==> src/rtl/instr_fetch_unit_if.sv <==
// Instruction-memory request/response bundle between the fetch unit and imem.
interface instr_fetch_unit_if;
    logic        ImemReq;
    logic [31:0] ImemAddr;
    logic [31:0] ImemRdata;
    logic        ImemValid;

    modport master (
        output ImemReq,
        output ImemAddr,
        input  ImemRdata,
        input  ImemValid
    );

    modport slave (
        input  ImemReq,
        input  ImemAddr,
        output ImemRdata,
        output ImemValid
    );
endinterface

==> src/rtl/instr_fetch_unit.sv <==
// Multi-cycle instruction fetch: IDLE -> FETCH (wait for imem) -> EXEC -> FETCH.
// Optional fetch-wait watchdog with sticky error state when FETCH_TIMEOUT_EN is defined.
module instr_fetch_unit #(
    parameter logic [31:0] RESET_PC       = 32'h0000_0000,
    parameter int unsigned TIMEOUT_CYCLES = 255
) (
    input  logic                      clk,
    input  logic                      reset_n,
    input  logic                      Branch,
    input  logic                      Jump,
    input  logic                      Zero,
    input  logic [31:0]               ImmExt,
    instr_fetch_unit_if.master        imem,
    output logic [31:0]               PC,
    output logic [31:0]               PCPlus4,
    output logic [31:0]               Instr,
    output logic [6:0]                Opcode,
    output logic [2:0]                funct3,
    output logic                      funct7b5,
    output logic [4:0]                Rs1,
    output logic [4:0]                Rs2,
    output logic [4:0]                Rd,
    output logic                      InstrValid,
    output logic                      FetchErr
);

    localparam int unsigned XLEN = 32;
    localparam logic [XLEN-1:0] NOP_INSTR = 32'h0000_0013;

    typedef enum logic [1:0] {
        ST_IDLE  = 2'd0,
        ST_FETCH = 2'd1,
        ST_EXEC  = 2'd2
`ifdef FETCH_TIMEOUT_EN
        ,
        ST_ERR   = 2'd3
`endif
    } state_t;

    state_t          r_state;
    state_t          w_next_state;
    logic [XLEN-1:0] r_pc;
    logic [XLEN-1:0] r_instr;
    logic            r_imem_req;
    logic            r_instr_valid;
    logic [XLEN-1:0] w_pc_next;
    logic [XLEN-1:0] w_pc_seq;
    logic [XLEN-1:0] w_pc_target;
    logic [XLEN-1:0] w_pc_sum;
    logic [XLEN-1:0] w_pc_exec_next;
    logic            w_pc_src;
    logic            w_instr_load;

`ifdef FETCH_TIMEOUT_EN
    localparam int unsigned CNT_W = (TIMEOUT_CYCLES > 1) ? $clog2(TIMEOUT_CYCLES) : 1;
    logic [CNT_W-1:0] r_cnt;
    logic [CNT_W-1:0] w_cnt_next;
    logic             r_fetch_err;
    logic             w_cnt_expire;

    // Last allowed empty FETCH cycle: one more miss means the watchdog fires.
    assign w_cnt_expire = (r_cnt == CNT_W'(TIMEOUT_CYCLES - 1));
`else
    logic w_unused_timeout;
    assign w_unused_timeout = ^XLEN'(TIMEOUT_CYCLES);
`endif

    // Next-PC datapath, evaluated every cycle but only committed in EXEC.
    assign w_pc_src       = (Branch & Zero) | Jump;
    assign w_pc_seq       = r_pc + XLEN'(4);
    assign w_pc_target    = r_pc + ImmExt;
    assign w_pc_sum       = w_pc_src ? w_pc_target : w_pc_seq;
    assign w_pc_exec_next = w_pc_sum & ~XLEN'(3);

    // State register.
    always_ff @(posedge clk) begin
        if (!reset_n) begin
            r_state <= ST_IDLE;
        end else begin
            r_state <= w_next_state;
        end
    end

    // Next-state and datapath control.
    always_comb begin
        w_next_state = r_state;
        w_pc_next    = r_pc;
        w_instr_load = 1'b0;
`ifdef FETCH_TIMEOUT_EN
        w_cnt_next   = r_cnt;
`endif
        case (r_state)
            ST_IDLE: begin
                w_next_state = ST_FETCH;
`ifdef FETCH_TIMEOUT_EN
                w_cnt_next   = '0;
`endif
            end
            ST_FETCH: begin
                if (imem.ImemValid) begin
                    w_next_state = ST_EXEC;
                    w_instr_load = 1'b1;
                end
`ifdef FETCH_TIMEOUT_EN
                else if (w_cnt_expire) begin
                    w_next_state = ST_ERR;
                end else begin
                    w_cnt_next = r_cnt + CNT_W'(1);
                end
`endif
            end
            ST_EXEC: begin
                w_next_state = ST_FETCH;
                w_pc_next    = w_pc_exec_next;
`ifdef FETCH_TIMEOUT_EN
                w_cnt_next   = '0;
`endif
            end
`ifdef FETCH_TIMEOUT_EN
            ST_ERR: begin
                w_next_state = ST_ERR;
            end
`endif
            default: begin
                w_next_state = ST_IDLE;
            end
        endcase
    end

    // Datapath registers; handshake outputs are decoded from the next state so they
    // line up with the state they describe.
    always_ff @(posedge clk) begin
        if (!reset_n) begin
            r_pc          <= RESET_PC;
            r_instr       <= NOP_INSTR;
            r_imem_req    <= 1'b0;
            r_instr_valid <= 1'b0;
        end else begin
            r_pc          <= w_pc_next;
            r_imem_req    <= (w_next_state == ST_FETCH);
            r_instr_valid <= (w_next_state == ST_EXEC);
            if (w_instr_load) begin
                r_instr <= imem.ImemRdata;
            end
        end
    end

`ifdef FETCH_TIMEOUT_EN
    // Watchdog counter and sticky error flag.
    always_ff @(posedge clk) begin
        if (!reset_n) begin
            r_cnt       <= '0;
            r_fetch_err <= 1'b0;
        end else begin
            r_cnt       <= w_cnt_next;
            r_fetch_err <= (w_next_state == ST_ERR);
        end
    end

    assign FetchErr = r_fetch_err;
`else
    assign FetchErr = 1'b0;
`endif

    assign imem.ImemReq  = r_imem_req;
    assign imem.ImemAddr = r_pc;
    assign PC            = r_pc;
    assign PCPlus4       = w_pc_seq;
    assign Instr         = r_instr;
    assign InstrValid    = r_instr_valid;

    // Instruction field decode.
    assign Opcode   = r_instr[6:0];
    assign Rd       = r_instr[11:7];
    assign funct3   = r_instr[14:12];
    assign Rs1      = r_instr[19:15];
    assign Rs2      = r_instr[24:20];
    assign funct7b5 = r_instr[30];

endmodule

==> src/flat_wrapper.sv <==
// flat-port wrapper written by rule: the top's interface ports become plain ports
module instr_fetch_unit_flat 
#(
    parameter logic [31:0] RESET_PC       = 32'h0000_0000,
    parameter int unsigned TIMEOUT_CYCLES = 255
)
  (clk, reset_n, Branch, Jump, Zero, ImmExt, PC, PCPlus4, Instr, Opcode, funct3, funct7b5, Rs1, Rs2, Rd, InstrValid, FetchErr, imem_ImemReq, imem_ImemAddr, imem_ImemRdata, imem_ImemValid);
  instr_fetch_unit_if imem_i ();
  input  logic clk;
  input  logic reset_n;
  input  logic Branch;
  input  logic Jump;
  input  logic Zero;
  input  logic [31:0] ImmExt;
  output logic [31:0] PC;
  output logic [31:0] PCPlus4;
  output logic [31:0] Instr;
  output logic [6:0] Opcode;
  output logic [2:0] funct3;
  output logic funct7b5;
  output logic [4:0] Rs1;
  output logic [4:0] Rs2;
  output logic [4:0] Rd;
  output logic InstrValid;
  output logic FetchErr;
  output wire logic [$bits(imem_i.ImemReq)-1:0] imem_ImemReq;
  output wire logic [$bits(imem_i.ImemAddr)-1:0] imem_ImemAddr;
  input wire logic [$bits(imem_i.ImemRdata)-1:0] imem_ImemRdata;
  input wire logic [$bits(imem_i.ImemValid)-1:0] imem_ImemValid;
  assign imem_ImemReq = imem_i.ImemReq;
  assign imem_ImemAddr = imem_i.ImemAddr;
  assign imem_i.ImemRdata = imem_ImemRdata;
  assign imem_i.ImemValid = imem_ImemValid;
  instr_fetch_unit #(.RESET_PC(RESET_PC), .TIMEOUT_CYCLES(TIMEOUT_CYCLES)) u_core (.clk(clk), .reset_n(reset_n), .Branch(Branch), .Jump(Jump), .Zero(Zero), .ImmExt(ImmExt), .imem(imem_i), .PC(PC), .PCPlus4(PCPlus4), .Instr(Instr), .Opcode(Opcode), .funct3(funct3), .funct7b5(funct7b5), .Rs1(Rs1), .Rs2(Rs2), .Rd(Rd), .InstrValid(InstrValid), .FetchErr(FetchErr));
endmodule
==> config.mk <==
export PLATFORM = sky130hd
export DESIGN_NAME = instr_fetch_unit_flat
export DESIGN_NICKNAME = d
export VERILOG_FILES = /design/src/rtl/instr_fetch_unit_if.sv /design/src/rtl/instr_fetch_unit.sv /design/src/flat_wrapper.sv
export SDC_FILE = /design/constraint.sdc
export NUM_CORES = 1
export LEC_CHECK = 0
export BUFFER_PORTS_ARGS = -buffer_cell sky130_fd_sc_hd__buf_2
export CORE_MARGIN = 2
export CORE_UTILIZATION = 40
export DETAILED_ROUTE_END_ITERATION = 7
export PLACE_DENSITY_LB_ADDON = 0.3
export SKIP_CTS_REPAIR_TIMING = 1
export SYNTH_ARGS = -nofsm -noshare
export SYNTH_HDL_FRONTEND = slang
export SYNTH_SLANG_ARGS = --single-unit
==> constraint.sdc <==
create_clock -name clk -period 3.7 [get_ports clk]
set_input_delay 0.74 -clock clk [delete_from_list [all_inputs] [get_ports clk]]
set_output_delay 0.74 -clock clk [all_outputs]
set_load 0.005 [all_outputs]
==> results of run 1 <==
per-stage QoR:
stage                     instance area (um^2)  hold WS [ps]  instances  setup WS, ps
after floorplan                           5638         460.0        765         774.6
after CTS                                 6750         465.9       1089         491.3
after global placement                    6422         449.1       1073         401.6
final                                     6750         463.6       1089         497.5
after detailed placement                  6422         457.1       1073         400.2
after global routing                      6750         487.9       1089         340.0
cells in the mapped netlist, drive strengths merged, types with 3 or more instances:
cell,instances
a211oi,7
a21boi,31
a21o,17
a21oi,54
a22oi,3
a311oi,3
a31oi,10
a41oi,3
and2,12
and3,17
and4,3
buf,67
clkbuf,36
dfxtp,66
ha,30
inv,10
mux2i,4
nand2,128
nand2b,6
nand3,38
nand4,12
nor2,37
nor2b,6
nor3,13
nor3b,3
nor4,3
o211ai,7
o21a,7
o21ai,41
o221ai,6
or3,5
xnor2,28
xor2,15
registers in the layout, indices dropped and copies added (netlist names):
signal               cells
u_core.Instr            32
u_core.PC               30
u_core.r_state           2
u_core.InstrValid        1
u_core.imem.ImemReq      1
final timing paths:
check | from | to | slack, ps | depth (start not counted)
max reg2reg | u_core.PC[5] | u_core.PC[31] | 730 | 8
max | u_core.PC[3] | PCPlus4[24] | 500 | 8
min | u_core.Instr[25] | u_core.Instr[25] | 460 | 2
min reg2reg | u_core.Instr[25] | u_core.Instr[25] | 460 | 2
power by group:
group	switching [uW]	internal, uW	total (uW)
clock network	352	596	948
logic	211	160	370
registers	32.0	739	771
total	595	1490	2090
cell families after synthesis:
kind of cell             share of synthesized area
AO/OA/AOI/OAI                               0.2473
XOR/XNOR                                   0.06707
adder cells (fa/ha/maj)                    0.07041
buffers and inverters                       0.1208
flip-flops                                  0.2353
multiplexers                               0.01114
other                                    0.0006678
AND/OR/NAND/NOR                             0.2473
worst reg2reg max path, stage by stage, from the launching register on:
cell and delay, ps:
dfxtp_1 490, ha_1 330, a21o_1 200, a21oi_2 170, a21oi_1 140, o21ai_0 260
or4b_2 710, a2111o_1 450, o311a_1 110
layer usage:
layer,global-route usage,routed length [um],vias to the layer above
li1,-,-,2929
met1,0.2872,7584,2692
met2,0.3556,7836,205
met3,0.04182,1188,17
met4,0.07040,246,0
met5,0,0,-
cell type report:
cell class | count | share of cell area
multi-input combinational | 586 | 0.5403
sequential | 66 | 0.1957
timing repair buffer | 231 | 0.1765
clock buffer | 9 | 0.03336
tap | 180 | 0.03336
clock inverter | 7 | 0.01520
inverter | 10 | 0.005561
==> metrics.yaml, run 1 <==
clock_latency_ps: 340
die-width_um: 122.5
tightest_slew_ps: 728.4
nets: 1005
layout_commonest_cell: "buf_2"
fmax_ghz: 0.3123
die_y_um: 122.5
diodes: 0
seq_area_um2: 1321
clockBufferDepth: 2
multiInputGateArea_um2: 3647
grt_usage: 0.2172
synth_ff_type: "dfxtp_1"
antenna_found_initial: 0
p_leak_uw: 0.003393
grt_pass1_wl_mm: 25.62
path_max_fanout: 8
core_um2: 13770
cts.reportedPaths.clkPinSlew_ps: 60
clock-skew-final_ps: 13.38
ir_drop_uv: 220.3
netlist_instances: 759
cts_tree: "done"
endpoint_kind: "output pin"
worstPathRequired_ps: 2960
async_flop_share: 0
drt_iter0_drc: 421
rsz0062_at_grt: "false"
cts_root_buffer: "clkbuf_16"
startpoint_type: "flip-flop"
slowest_delay_ps: 490
synth-edff-count: 0
yosysTopAreaCell: "dfxtp_1"
ys_ff_latch: 66
ys_top_cells_by_area: "dfxtp_1 24%, nand2_1 8.5%, buf_4 8.4%, ha_1 6.7%, a21oi_1 4.5%"
ios: 227
io_buffers: 217
grt_max_degree: 42
yosys.area.top_type_share: 0.2353
synth_cell_types: 70
avgRoutedWirePerCell_um: 15.48
total_power_uw: 2089
area_delta_synth_final_pct: 20.21
min_period_ps: 3202
wirelength_mm: 16.86
path_buf_inv: 3
syn_area_um2: 5615
gp_congestion: 0.9241
via_count: 5843
cts_buffers: 9
postRouteAntennaNets: 0
final_hold_viol_count: 0
critPathTopFamily: "simple AND/OR/NAND/NOR gates"
firstDrtPassIters: 5
dp_hpwl_mm: 12.80
cp.arrival_ps: 2460
worstSetupPathType: "flip-flop to output pin"
n_fill_cell: 1432
final_cell_mix: "217 x buf_2, 127 x nand2_1, 66 x dfxtp_1"
num_rows: 43
slowest_stage: "dfxtp_1"
fin_crit_sh: 0.8655
viasPerCell: 5.365
layout-drive-gt1-share: 0.2948
finalSetupTns_ps: 0
synth_warnings: 0
hold_class: "flip-flop to flip-flop"
grt_pass1_vias: 4956
crit_chain: "ha_1 > inv_1 > nor4_1 > buf_4 > nand2_1 > nor2_1 > xor2_1 > buf_2"
slew_headroom: 0.5144
initial_core_util: 0.4077
drc: 0
htree_levels: 3
die_area_um2: 15000
power_density_nw_per_um2: 309.4
utilization: 0.4901
seq_area_frac_synth: 0.2353
maxCapViolCount: 0
syn_area_per_cell_um2: 7.398
grt-ovfl-total: 0
slew_violations: 0
status: "complete, no violations"
clock-sinks: 66
setup_violations: 0
Note: power is estimated with default switching activity, not from simulation.
==> run 2: changes to the inputs <==
--- a/config.mk
+++ b/config.mk
@@ -6,10 +6,14 @@
 export NUM_CORES = 1
 export LEC_CHECK = 0
 export BUFFER_PORTS_ARGS = -buffer_cell sky130_fd_sc_hd__buf_2
+export CELL_PAD_IN_SITES_DETAIL_PLACEMENT = 0
+export CELL_PAD_IN_SITES_GLOBAL_PLACEMENT = 1
+export CORE_ASPECT_RATIO = 1.75
 export CORE_MARGIN = 2
-export CORE_UTILIZATION = 40
+export CORE_UTILIZATION = 34
 export DETAILED_ROUTE_END_ITERATION = 7
 export PLACE_DENSITY_LB_ADDON = 0.3
+export RECOVER_POWER = 100
 export SKIP_CTS_REPAIR_TIMING = 1
 export SYNTH_ARGS = -nofsm -noshare
 export SYNTH_HDL_FRONTEND = slang
==> run 2 against run 1 <==
Effect of this change: register-to-register slack got worse by 220 ps; global-route usage fell by 0.21 points; combinational power rose by 2%; final cell count rose by 1.4%; count of clock-buffer cells in the layout did not move; critical path type unchanged; routed wire length rose by 18%; the flow now finishes with violations (capacitance limit, slew limit); fmax fell by 7.0%; clock power fell by 11%.
==> metrics.yaml, run 2 (same netlist as run 1, synthesis figures left out) <==
initial_core_util: 0.3447  # -0.06300
diodes: 0  # unchanged
dp_hpwl_mm: 14.96  # +17%
maxCapViolCount: 2  # +2
switching_share: 0.3186  # +0.03394
io_buffers: 217  # unchanged
cts_root_buffer: "clkbuf_16"
power_density_nw_per_um2: 300.6  # -2.9%
ir_drop_uv: 177.2  # -20%
worstPathRequired_ps: 2960  # about the same
fin_crit_sh: 0.9307  # +0.06512
clock-skew-final_ps: 8.776  # -4.607 ps
worstSetupPathType: "flip-flop to output pin"
postRouteAntennaNets: 0  # unchanged
die_area_um2: 17600  # +17%
final_cell_mix: "140 x buf_2, 127 x nand2_1, 76 x clkbuf_1"
finalSetupTns_ps: 0  # unchanged
p_int_uw: 1358  # -9.1%
antenna_found_initial: 0  # unchanged
core_um2: 16290  # +18%
final_hold_viol_count: 0  # unchanged
cts_tree: "done"
rsz0062_at_grt: "false"
utilization: 0.4069  # -0.08319
layout_commonest_cell: "buf_2"
area_delta_synth_final_pct: 18.05
startpoint_type: "flip-flop"
wirelength_mm: 19.94  # +18%
grt-ovfl-total: 0  # unchanged
grt_usage: 0.2151  # -0.002084
clock-sinks: 66  # unchanged
cp.arrival_ps: 2700  # +240 ps
setup_violations: 0  # unchanged
clock_latency_ps: 340  # about the same
pwr-share-seq: 0.387  # +0.018
min_period_ps: 3443  # +241.0 ps
ios: 227  # unchanged
path_max_fanout: 10  # +2
status: "complete, but fails checks"
drt_iter0_drc: 258  # -39%
avgRoutedWirePerCell_um: 18.06  # +17%
dp_worst_setup_slack_ps: 234.7  # -165.5 ps
htree_levels: 3  # unchanged
die_y_um: 174.0  # +42%
netSwitchingPower_uw: 634.9  # +6.8%
setup_ws_ps: 256.6  # -241.0 ps
die-width_um: 101.1  # -17%
nets: 1008  # +0.30%
tightest_slew_ps: 1916  # +1188 ps
cts_buffers: 9  # unchanged
hold_class: "flip-flop to flip-flop"
cts.reportedPaths.clkPinSlew_ps: 60  # about the same
grt_pass1_wl_mm: 29.37  # +15%
viasPerCell: 5.378  # +0.23%
firstDrtPassIters: 5  # unchanged
grt_pass1_vias: 5396  # +8.9%
slew_headroom: -0.2775  # -0.7919
endpoint_kind: "output pin"
violations: "capacitance limit, slew limit"
largest_reg_flops: 32  # unchanged
fmax_ghz: 0.2904  # -7.0%
grt_max_degree: 42  # unchanged
comb_power_share: 0.188  # +0.011
clockBufferDepth: 2  # unchanged
pwr-share-clk: 0.425  # -0.029
num_rows: 62  # +44%
drc: 0  # unchanged
layout-drive-gt1-share: 0.2094  # -0.08540
p_leak_uw: 0.003054  # -10%
slew_violations: 75  # +75
via_count: 5937  # +1.6%
gp_congestion: 0.9022  # -2.4%
==> run 2: layout make-up <==
cell class | instances | area [um^2]
sequential | 66 | 1321
multi-input combinational | 586 | 3642
timing repair buffer | 234 | 1102
inverter | 10 | 37.54
tap | 192 | 240.2
clock inverter | 7 | 60.06
clock buffer | 9 | 225.2
fill | 1810 | 9662
==> run 2: final timing paths <==
kind,startpoint,end,cells past startpoint,slack [ps]
setup / recovery,u_core.PC[7],PCPlus4[27],6,260
hold / removal,u_core.Instr[31],u_core.Instr[31],2,470
setup reg to reg,u_core.PC[5],u_core.PC[31],8,510
hold reg to reg,u_core.Instr[31],u_core.Instr[31],2,470
==> run 2: routing by layer <==
metal,track usage,up-vias,share of wire
met5,0,-,0
met4,0.08615,0,0.029
met3,0.03458,33,0.062
met2,0.3927,243,0.52
met1,0.2417,2719,0.39
li1,-,2942,-
==> run 2: power groups by stage <==
stage	Sequential, uW	Combinational, uW	Clock (uW)
4_1_cts	771	384	870
2_1_floorplan	783	252	0
5_1_grt	776	415	893
3_5_place_dp	787	383	0
3_3_place_gp	786	381	0
6_report	771	376	846
==> run 2: metrics by stage <==
| step | cell area, um^2 | hold WS (ps) | instances | total power, uW |
|---|---|---|---|---|
| 3_3_place_gp | 6460 | 448.9 | 1088 | 1167 |
| 3_5_place_dp | 6460 | 456.3 | 1088 | 1170 |
| 6_report | 6629 | 469.6 | 1104 | 1993 |
| 2_1_floorplan | 5638 | 460.0 | 765 | 1035 |
| 5_1_grt | 6629 | 494.2 | 1104 | 2084 |
| 4_1_cts | 6745 | 465.0 | 1104 | 2025 |
==> run 2: worst max-delay path, cell delays in order (launching register included) <==
cell and delay, ps:
dfxtp_1 550, nand4_1 270, nor4_4 470, and3_1 560
nand3_1 200, xnor2_1 180, clkbuf_1 130
==> run 3: changes to the inputs <==
--- a/config.mk
+++ b/config.mk
@@ -12,7 +12,7 @@
 export CORE_MARGIN = 2
 export CORE_UTILIZATION = 34
 export DETAILED_ROUTE_END_ITERATION = 7
-export PLACE_DENSITY_LB_ADDON = 0.3
+export PLACE_DENSITY_LB_ADDON = 0.15
 export RECOVER_POWER = 100
 export SKIP_CTS_REPAIR_TIMING = 1
 export SYNTH_ARGS = -nofsm -noshare
==> run 3 against run 2 <==
Effect of this change: the flow still finishes with violations (capacitance limit, slew limit); die area unchanged; count of clock-buffer cells in the layout unchanged; register-to-register slack improved by 50 ps; largest power group unchanged; sequential share of layout area decreased by 0.10 points; routed wire length increased by 0.19%; worst setup slack improved by 170 ps; clock skew increased by 3.3 ps; total power increased by 8.5%; critical path depth decreased by 3; combinational power decreased by 2%; final cell count decreased by 0.45%.
==> metrics.yaml, run 3 (same netlist as run 1, synthesis figures left out) <==
antenna_found_initial: 0  # unchanged
ir_drop_uv: 230.8  # +30%
setup_violations: 0  # unchanged
viasPerCell: 5.444  # +1.2%
die-width_um: 101.1  # unchanged
io_buffers: 217  # unchanged
slowest_delay_ps: 1510  # +950 ps
cts_buffers: 9  # unchanged
fin_crit_sh: 0.8857  # -0.04490
final_hold_viol_count: 0  # unchanged
clock-sinks: 66  # unchanged
num_rows: 62  # unchanged
largest_reg_flops: 32  # unchanged
firstDrtPassIters: 5  # unchanged
path_max_fanout: 46  # +36
fmax_ghz: 0.3051  # +5.1%
status: "complete, but fails checks"
reg2reg_from: "u_core.PC[9]"
layout_commonest_cell: "buf_2"
total_power_uw: 2161  # +8.5%
holdPathEnd: "u_core.Instr[27]"
rsz0062_at_grt: "false"
drt_iter0_drc: 277  # +7.4%
worstPathRequired_ps: 3950  # +990 ps
diodes: 0  # unchanged
area_delta_synth_final_pct: 18.67
tightest_slew_ps: 2161  # +244.3 ps
clock_latency_ps: 330  # about the same
core_um2: 16290  # unchanged
final_cell_mix: "148 x buf_2, 127 x nand2_1, 70 x clkbuf_1"
postRouteAntennaNets: 0  # unchanged
grt_pass1_vias: 5760  # +6.7%
path_common_cell: "clkbuf_1"
finalSetupTns_ps: 0  # unchanged
rr_endpoint: "u_core.PC[31]"
grt_max_degree: 47  # +12%
ios: 227  # unchanged
die_y_um: 174.0  # unchanged
rrSetupSlack_ps: 560  # +50 ps
hold_class: "flip-flop to flip-flop"
crit_chain: "clkbuf_1 > clkbuf_1 > a21boi_0"
endpoint_kind: "flip-flop"
whs_path_depth: 2  # unchanged
grt_usage: 0.2179  # +0.002739
worstSetupPathType: "input port to flip-flop"
min_period_ps: 3277  # -166.1 ps
initial_core_util: 0.3447  # unchanged
cts.reportedPaths.clkPinSlew_ps: 60  # about the same
gp_congestion: 0.9005  # -0.19%
dp_hpwl_mm: 15.41  # +3.0%
slew_violations: 47  # -37%
wirelength_mm: 19.98  # +0.19%
maxCapViolCount: 1  # -1
nets: 1003  # -0.50%
cts_tree: "done"
startpoint_type: "input port"
cts_root_buffer: "clkbuf_16"
clock-skew-final_ps: 12.09  # +3.314 ps
violations: "capacitance limit, slew limit"
drc: 0  # unchanged
p_leak_uw: 0.003086  # +1.0%
layout-drive-gt1-share: 0.2084  # -0.001051
cp.arrival_ps: 3520  # +820 ps
slowest_stage: "clkbuf_1"
via_count: 5983  # +0.77%
power_density_nw_per_um2: 324.3  # +7.9%
r2r_cells: 8  # unchanged
htree_levels: 3  # unchanged
clockBufferDepth: 2  # unchanged
n_fill_cell: 1797  # -0.72%
grt_pass1_wl_mm: 30.21  # +2.9%
slew_headroom: -0.4404  # -0.1629
die_area_um2: 17600  # unchanged
hp-start: "u_core.Instr[27]"
avgRoutedWirePerCell_um: 18.18  # +0.64%
grt-ovfl-total: 0  # unchanged
[run 3: cell type report]
class	count	area, um^2	area share
clock inverter	7	125.1	0.01878
sequential	66	1321	0.1983
tap	192	240.2	0.03605
clock buffer	9	225.2	0.03380
inverter	10	37.54	0.005633
timing repair buffer	229	1076	0.1615
multi-input combinational	586	3638	0.5460
[run 3: report_power, final]
group / switching (uW) / internal (uW) / total, uW / leakage (uW)
combinational: 218 / 152 / 370 / 0.00238
sequential: 34.7 / 739 / 773 / 0.000537
clock: 353 / 665 / 1020 / 0.000170
total: 606 / 1560 / 2160 / 0.00309
[run 3: worst max-delay path, delay by kind of cell]
kind	cells	cell delay, ps
AOI/OAI and AO/OA	1	290
buffers and inverters	2	2470
[run 3: how the worst max path moves through the flow]
stage                       from          endpoint  slack (ps)  cells after the start
floorplan             ImmExt[16]     u_core.PC[31]         770                      8
global placement       ImmExt[5]     u_core.PC[31]         270                      9
detailed placement     ImmExt[5]     u_core.PC[31]         270                      9
CTS                 u_core.PC[7]       PCPlus4[27]         440                      6
global route        u_core.PC[2]       PCPlus4[30]         200                      8
finish                   reset_n  u_core.Instr[26]         420                      3
[run 3: stage by stage]
step	util	area (um^2)	worst slack (ps)	hold slack, ps	cells
2_1_floorplan	-	5638	774.6	460.0	765
3_3_place_gp	0.3942	6422	274.6	450.5	1083
3_5_place_dp	0.3942	6422	269.1	463.6	1083
4_1_cts	0.4157	6773	444.7	472.0	1099
5_1_grt	0.4091	6664	199.9	505.4	1099
6_report	0.4091	6664	422.7	471.8	1099
[run 3: per-layer routing]
metal / vias up / GRT usage / wire length (um)
li1: 2921 / - / -
met1: 2797 / 0.2402 / 7750
met5: - / 0 / 0
met4: 0 / 0.07489 / 523
met3: 26 / 0.02413 / 962
met2: 239 / 0.4164 / 10740
